$ cat src/rtl/pes_elevator_req_sched_if.sv
// pes_elevator_req_sched_if: call, position and dispatch signals between the scheduler and pes_elevator.
interface pes_elevator_req_sched_if #(parameter int N_FLOORS = 8);
  logic [N_FLOORS-1:0] call_btn, current_floor, request_floor, pending;
  logic complete, req_valid, sweep_up, busy;
  modport master(
    output call_btn, current_floor, complete,
    input  request_floor, req_valid, pending, sweep_up, busy
  );
  modport slave(
    input  call_btn, current_floor, complete,
    output request_floor, req_valid, pending, sweep_up, busy
  );
endinterface

$ cat src/rtl/pes_elevator_req_sched.sv
// pes_elevator_req_sched: latches floor calls and dispatches one-hot targets to pes_elevator using SCAN.
// Optional idle parking to floor 0 is enabled by defining PES_REQ_SCHED_PARK_EN.
module pes_elevator_req_sched #(
  parameter int N_FLOORS    = 8,
  parameter int PARK_CYCLES = 64
) (
  input logic                     clk_i,
  input logic                     rst_ni,
  pes_elevator_req_sched_if.slave bus_io
);
  typedef enum logic [1:0] {IDLE, SELECT, DISPATCH, RETIRE} state_e;
  state_e state_q, state_d;
  logic [N_FLOORS-1:0] target_q, target_d, pending_q, pending_d, retire, sel_tgt;
  logic sweep_q, sweep_d, has_up, has_dn, sel_up, sel_dn, park_q, park_go;
  int cur, up_idx, dn_idx;

  if (PARK_CYCLES < 2) begin : g_park_chk
    $error("PARK_CYCLES must be at least 2");
  end

  // Nearest pending floor above and below the car; the sweep direction picks between them.
  always_comb begin
    cur    = 0;
    up_idx = 0;
    dn_idx = 0;
    has_up = 1'b0;
    has_dn = 1'b0;
    for (int i = 0; i < N_FLOORS; i++) if (bus_io.current_floor[i]) cur = i;
    for (int i = N_FLOORS - 1; i >= 0; i--) if (pending_q[i] && i > cur) begin
      has_up = 1'b1;
      up_idx = i;
    end
    for (int i = 0; i < N_FLOORS; i++) if (pending_q[i] && i < cur) begin
      has_dn = 1'b1;
      dn_idx = i;
    end
    sel_up  = has_up && (sweep_q || !has_dn);
    sel_dn  = has_dn && !sel_up;
    sel_tgt = sel_up ? N_FLOORS'(1) << up_idx : sel_dn ? N_FLOORS'(1) << dn_idx : bus_io.current_floor;
  end

  assign retire    = (state_q == RETIRE && !park_q) ? target_q : '0;
  assign pending_d = (pending_q | bus_io.call_btn) & ~retire;

`ifdef PES_REQ_SCHED_PARK_EN
  logic [15:0] idle_cnt_q, idle_cnt_d;
  logic park_d;
  assign park_go    = state_q == IDLE && pending_d == '0 && idle_cnt_q >= 16'(PARK_CYCLES) && !bus_io.current_floor[0];
  assign idle_cnt_d = (state_q == IDLE && pending_d == '0 && !park_go) ? idle_cnt_q + 16'(idle_cnt_q < 16'(PARK_CYCLES)) : '0;
  assign park_d     = park_go || (park_q && state_q != RETIRE);
  always_ff @(posedge clk_i or negedge rst_ni)
    if (!rst_ni) begin
      idle_cnt_q <= '0;
      park_q     <= 1'b0;
    end else begin
      idle_cnt_q <= idle_cnt_d;
      park_q     <= park_d;
    end
`else
  assign park_go = 1'b0;
  assign park_q  = 1'b0;
`endif

  always_comb begin
    state_d  = state_q;
    target_d = park_go ? N_FLOORS'(1) : target_q;
    sweep_d  = sweep_q;
    unique case (state_q)
      IDLE:     state_d = pending_d != '0 ? SELECT : park_go ? DISPATCH : IDLE;
      SELECT:   if ($onehot(bus_io.current_floor)) begin
        state_d  = DISPATCH;
        target_d = sel_tgt;
        sweep_d  = sel_up ? 1'b1 : sel_dn ? 1'b0 : sweep_q;
      end
      DISPATCH: if (bus_io.complete && bus_io.current_floor == target_q) state_d = RETIRE;
      default:  state_d = pending_d != '0 ? SELECT : IDLE;
    endcase
  end

  always_ff @(posedge clk_i or negedge rst_ni)
    if (!rst_ni) begin
      state_q   <= IDLE;
      target_q  <= '0;
      pending_q <= '0;
      sweep_q   <= 1'b1;
    end else begin
      state_q   <= state_d;
      target_q  <= target_d;
      pending_q <= pending_d;
      sweep_q   <= sweep_d;
    end

  assign bus_io.request_floor = state_q == DISPATCH ? target_q : '0;
  assign bus_io.req_valid     = state_q == DISPATCH;
  assign bus_io.pending       = pending_q;
  assign bus_io.sweep_up      = sweep_q;
  assign bus_io.busy          = state_q != IDLE;
endmodule
$ cat src/flat_wrapper.sv
// flat-port wrapper written by rule: the top's interface ports become plain ports
module pes_elevator_req_sched_flat 
#(
  parameter int N_FLOORS    = 8,
  parameter int PARK_CYCLES = 64
)
  (clk_i, rst_ni, bus_io_call_btn, bus_io_current_floor, bus_io_complete, bus_io_request_floor, bus_io_req_valid, bus_io_pending, bus_io_sweep_up, bus_io_busy);
  pes_elevator_req_sched_if #(.N_FLOORS(N_FLOORS)) bus_io_i ();
  input logic clk_i;
  input logic rst_ni;
  input wire logic [$bits(bus_io_i.call_btn)-1:0] bus_io_call_btn;
  input wire logic [$bits(bus_io_i.current_floor)-1:0] bus_io_current_floor;
  input wire logic [$bits(bus_io_i.complete)-1:0] bus_io_complete;
  output wire logic [$bits(bus_io_i.request_floor)-1:0] bus_io_request_floor;
  output wire logic [$bits(bus_io_i.req_valid)-1:0] bus_io_req_valid;
  output wire logic [$bits(bus_io_i.pending)-1:0] bus_io_pending;
  output wire logic [$bits(bus_io_i.sweep_up)-1:0] bus_io_sweep_up;
  output wire logic [$bits(bus_io_i.busy)-1:0] bus_io_busy;
  assign bus_io_i.call_btn = bus_io_call_btn;
  assign bus_io_i.current_floor = bus_io_current_floor;
  assign bus_io_i.complete = bus_io_complete;
  assign bus_io_request_floor = bus_io_i.request_floor;
  assign bus_io_req_valid = bus_io_i.req_valid;
  assign bus_io_pending = bus_io_i.pending;
  assign bus_io_sweep_up = bus_io_i.sweep_up;
  assign bus_io_busy = bus_io_i.busy;
  pes_elevator_req_sched #(.N_FLOORS(N_FLOORS), .PARK_CYCLES(PARK_CYCLES)) u_core (.clk_i(clk_i), .rst_ni(rst_ni), .bus_io(bus_io_i));
endmodule
$ cat config.mk
export PLATFORM = sky130hd
export DESIGN_NAME = pes_elevator_req_sched_flat
export DESIGN_NICKNAME = d
export VERILOG_FILES = /design/src/rtl/pes_elevator_req_sched_if.sv /design/src/rtl/pes_elevator_req_sched.sv /design/src/flat_wrapper.sv
export SDC_FILE = /design/constraint.sdc
export NUM_CORES = 1
export LEC_CHECK = 0
export BUFFER_PORTS_ARGS = -buffer_cell sky130_fd_sc_hd__buf_4
export CORE_MARGIN = 2
export CORE_UTILIZATION = 30
export CTS_CLUSTER_SIZE = 14
export DETAILED_ROUTE_END_ITERATION = 10
export GPL_ROUTABILITY_DRIVEN = 0
export GPL_TIMING_DRIVEN = 0
export SYNTH_ARGS = -nofsm -noshare
export SYNTH_HDL_FRONTEND = slang
export SYNTH_SLANG_ARGS = --single-unit
$ cat constraint.sdc
create_clock -name clk_i -period 4 [get_ports clk_i]
set_input_delay 0.4 -clock clk_i [delete_from_list [all_inputs] [get_ports clk_i]]
set_output_delay 0.4 -clock clk_i [all_outputs]
set_load 0.01 [all_outputs]
## After elaboration in Yosys (flattened, before gate mapping)

Index checks and enable logic that the tools add are counted.

| storage, ports and cells | value |
|---|---|
| register bits after elaboration | 19 |
| bits of input ports | 19 |
| output and inout port bits | 19 |
| word-level logic and storage cells | 115 |

| operators by class | value |
|---|---|
| add/sub/neg operators | 7 |
| magnitude comparators | 16 |
| eq/ne operators | 7 |
| shifts and indexed selects | 2 |
| muxes and demuxes | 48 |
| bitwise logic cells | 3 |
| reductions and logical operators | 28 |

Operator list:

| kind | number |
|---|---|
| $mux 32 | 6 |
| $gt 4x32->1 const A | 4 |
| $lt 4x32->1 const A | 4 |
| $gt 3x32->1 const A | 2 |
| $lt 3x32->1 const A | 2 |
| $mux 3 | 12 |
| $gt 1x32->1 const A | 1 |
| $gt 2x32->1 const A | 1 |
| $lt 1x32->1 const A | 1 |
| $lt 2x32->1 const A | 1 |
| $mux 8 | 4 |
| $mux 1 | 21 |
| $logic_and 1x1->1 | 19 |
| $shl 1x3->8 const A | 2 |
| $add 4x4->4 | 3 |
| $add 1x1->2 | 4 |
| $and 8x8->8 | 1 |
| $eq 8x8->1 | 1 |
| $mux 2 | 4 |
| $not 8->8 | 1 |
| $or 8x8->8 | 1 |
| $reduce_bool 8->1 | 1 |
| $eq 2x2->1 const B | 2 |
| $eq 4x1->1 const B | 1 |
| 8 further kinds | 12 |

## Longest topological paths before layout

| depth | value |
|---|---|
| word-level depth | 24 |
| depth in mapped cells | 15 |
| gate-level depth less buffers | 14 |

## Worst setup path after synthesis

No wires, ideal clock.

| timing | value |
|---|---|
| kind | in2reg |
| start point | input bus_io_current_floor[4] |
| end point | register u_core.target_q[5] |
| library setup time | 0.069 ns |
| data arrival time | 3.528 ns |
| required time | 3.931 ns |
| slack | 0.403 ns |
| cell stages on the path | 14 |
| path buffers | 1 |
| cells stage by stage | buf_6 -> inv_1 -> ha_1 -> inv_1 -> fa_1 -> inv_1 -> fa_1 -> ha_1 -> fa_1 -> nor4b_1 -> and2_1 -> nor2_1 -> or4_1 -> nand3_1 |

| on the way | value |
|---|---|
| longest elaborated chain between the ends | 21 |
| elaborated cells between the ends (all ways) | 81 |
| classes of those cells | 3 x add/sub; 16 x order compare; 1 x eq/ne; 2 x shift; 37 x mux; 22 x reduce/logical |

RTL lines:

| element | line | source |
|---|---|---|
| from (decl) | flat_wrapper.sv:12 | `input wire logic [$bits(bus_io_i.current_floor)-1:0] bus_io_current_floor;` |
| $mux 32 (4 in series) | pes_elevator_req_sched.sv:28 | `for (int i = 0; i < N_FLOORS; i++) if (bus_io.current_floor[i]) cur = i;` |
| $lt 1x32->1 | pes_elevator_req_sched.sv:33 | `for (int i = 0; i < N_FLOORS; i++) if (pending_q[i] && i < cur) begin` |
| $logic_and 1x1->1 | pes_elevator_req_sched.sv:33 |  |
| $mux 1 (8 in series) | pes_elevator_req_sched.sv:33 |  |
| $logic_not 1->1 | pes_elevator_req_sched.sv:37 | `sel_up = has_up && (sweep_q \|\| !has_dn);` |
| $logic_or 1x1->1 | pes_elevator_req_sched.sv:37 |  |
| $logic_and 1x1->1 | pes_elevator_req_sched.sv:37 |  |
| $logic_not 1->1 | pes_elevator_req_sched.sv:38 | `sel_dn = has_dn && !sel_up;` |
| $logic_and 1x1->1 | pes_elevator_req_sched.sv:38 |  |
| $mux 8 (2 in series) | pes_elevator_req_sched.sv:39 | `sel_tgt = sel_up ? N_FLOORS'(1) << up_idx : sel_dn ? N_FLOORS'(1) << dn_idx : bus_io.current_floor;` |
| to (signal assigned) | pes_elevator_req_sched.sv:88 | `target_q <= target_d;` |
| to (decl) | pes_elevator_req_sched.sv:13 | `logic [N_FLOORS-1:0] target_q, target_d, pending_q, pending_d, retire, sel_tgt;` |

Several ways; a longest one is shown, not always the timed one.
A chain may end at the register's enable or synchronous reset.

## Final worst setup path

Ends and elaborated chain as after synthesis.

==> run_results.csv <==
group,metric,value,unit
finish,fin_util,38.1,%
pwr,power.density,550,nW/um2
yosys,syn_nets,253,
timing,final-hold-violation-count,18,
critical_path,critPathCaptureType,"flop",
timing,finalSetupViolCount,0,
critical_path,worstPathArrival,3.96,ns
clocking,numCtsBuffers,3,
placed_design,hpwl,4060,um
finish,final_area,2240,um2
drt,vias,1768,
clocking,clk_pin_slew,0.07,ns
critical_path,cp_max_fo,8,
timing,skew,0.00330,ns
placed_design,dpl_cell_area,2190,um2
floorplan,rows,28,
timing,min_period,3.76,ns
global_routing,grt_pass1_vias,1706,
timing,finalCritPeriodShare,94.0,%
drt,drt_iter0_markers,158,
yosys,synth_cells,218,
yosys,synth_area_leaders,"dfrtp_1, ha_1, nor2_1",
global_routing,grt_overflow,0,
timing,finalMaxSlewViolations,0,
yosys,synth_most_common_cell,"nor2_1",
timing,rsz0062_at_grt,"false",
clocking,clk_latency,0.27,ns
finish,layout.cells.non_filler,334,
finish,area_delta_synth_final,23.2,%
placed_design,io_buffer_count,37,
global_routing,antenna_found_initial,0,
clocking,ctsRootBufferMaster,"clkbuf_8",
clocking,clockBufferDepth,2,
run_status,outcome,"complete, but fails checks",
timing,worst_pin_slew,0.598,ns
drt,routedWlPerCell,15.4,um
pwr,p_leak,0.954,nW
floorplan,coreArea,5890,um2
drt,ant_nets,0,
clocking,cts_resized,0,
floorplan,dieArea,6710,um2
finish,diodes,0,
drt,drt-total-wl,5130,um
finish,fin_nets,295,
run_status,violations,"negative hold slack",
floorplan,io_pins,38,
global_routing,track_usage,16.3,%
yosys,synth_seq_cells,19,
timing,whs,-0.00664,ns
yosys,synth_top_flop_cell,"dfrtp_1",
yosys,synth_area,1820,um2
yosys,ys_types,56,
yosys,ys_warn_count,0,
timing,fmaxAchievable,0.266,GHz
clocking,cts_sinks,19,
yosys,syn_avg_cell_area,8.36,um2
yosys,synth_edf_count,0,
hold_path,min_path_type,"in -> async",
floorplan,die_w,81.9,um
global_routing,grt_pass1_wl,8300,um
global_routing,grt_max_degree,20,
critical_path,crit_type,"in -> reg",
floorplan,initial_core_util,31.0,%
drt,vias_per_cell,5.29,
clocking,ctsHoldBuffers,0,
timing,fin_tns_setup,0,ns
clocking,htree_levels,1,
yosys,netlist.area_leader.share,24.7,%
drt,drt-pass1-iter-count,4,
yosys,async_flop_share,100,%
yosys,netlist_top_cells_count,"nor2_1, dfrtp_1, a21oi_1",
drt,drc,0,
finish,fillers,624,
critical_path,required,4.20,ns
critical_path,start_kind,"primary input",
finish,drive_above_1_share,23.6,%
clocking,cts_tree,"yes",
placed_design,dpl.cell_count,330,
pwr,ir_drop,0.244,mV
yosys,ys_seq_area_share,26.2,%
yosys,synth_top_cell_by_area,"dfrtp_1",
floorplan,dieHeight,81.9,um
clocking,cts_setup_buffers,0,
run,cap_viol_max_count,0,
timing,relSlewSlack,59.9,%
## critical path, stage by stage
cell and delay (ns):
buf_4 0.09, buf_6 0.12, inv_1 0.07, ha_1 0.29
inv_1 0.05, fa_1 0.37, inv_1 0.08, fa_1 0.42
ha_1 0.22, fa_1 0.45, nor4b_2 0.41, and2_1 0.29
nor2_1 0.08, or4_1 0.51, nand3_1 0.09
## metal layers
metal	vias up	wire length [um]	track usage [%]
li1	871	-	-
met1	827	2420	23.6
met2	65	2300	25.8
met3	5	356	1.76
met4	0	55	4.17
met5	-	0	0
## cell usage in the layout, fill, tap and decap left out, types with 6 or more instances in the layout
master   count
buf_4       38
nor2_1      29
ha_1        12
dfrtp_1     18
a31oi_1      6
xor2_1       7
inv_1       15
and2_1       9
nand2_1     13
o21ai_0      7
a21oi_1     16
## registers in the layout (all words and copies together), names as in the netlist
name,count
u_core.state_q,2
u_core.target_q,8
u_core.bus_io.pending,8
u_core.bus_io.sweep_up,1
## logic make-up (layout without fill, tap and decap cells)
logic type | Yosys count | after routing | share of synthesized area (%)
AOI/OAI and AO/OA | 64 | 64 | 26.3
xor gates and xnor gates | 8 | 8 | 3.85
adders and majority gates | 16 | 16 | 12.6
buffers and inverters | 23 | 64 | 5.91
DFF | 19 | 19 | 26.2
muxes | 1 | 1 | 0.618
and+or+nand+nor | 87 | 87 | 24.5
## power by group
group | leakage (nW) | internal, mW | switching (mW)
clock network | 0.0228 | 0.0712 | 0.0666
logic | 0.725 | 0.326 | 0.354
registers | 0.206 | 0.281 | 0.137
total | 0.954 | 0.678 | 0.557
## through the flow
| step | setup WS (ns) | total power, mW | hold slack (ns) |
|---|---|---|---|
| floorplan | 0.403 | 0.815 | 0.104 |
| global placement | -0.170 | 1.09 | 0.290 |
| detailed placement | -0.199 | 1.09 | 0.288 |
| CTS | 0.0548 | 1.23 | 0.00746 |
| global route | 0.0346 | 1.35 | 0.0126 |
| finish | 0.242 | 1.24 | -0.00664 |
## layout make-up
cell class / instances / area [um2] / area share, %
buffer: 8 / 51.3 / 2.29
clock buffer: 4 / 45.0 / 2.01
inverter: 15 / 56.3 / 2.51
multi-input combinational: 176 / 1240 / 55.4
sequential: 19 / 477 / 21.2
tap: 75 / 93.8 / 4.18
timing repair buffer: 37 / 278 / 12.4
## worst paths after layout
check	start	to	slack, ns	cells after the start
hold / removal	rst_ni	u_core.bus_io.pending[5]$_DFF_PN0_	-0.007	1
setup reg to reg	u_core.bus_io.pending[3]$_DFF_PN0_	u_core.target_q[5]$_DFFE_PN0P_	1.89	7
hold reg to reg	u_core.state_q[0]$_DFFE_PN0P_	u_core.state_q[0]$_DFFE_PN0P_	0.55	2
max in group asynchronous	rst_ni	u_core.bus_io.sweep_up$_DFFE_PN1P_	3.74	1
setup / recovery	bus_io_current_floor[4]	u_core.target_q[5]$_DFFE_PN0P_	0.24	15
min in group clk_i	bus_io_call_btn[3]	u_core.bus_io.pending[3]$_DFF_PN0_	0.41	3
(Power assumes the default switching activity.)
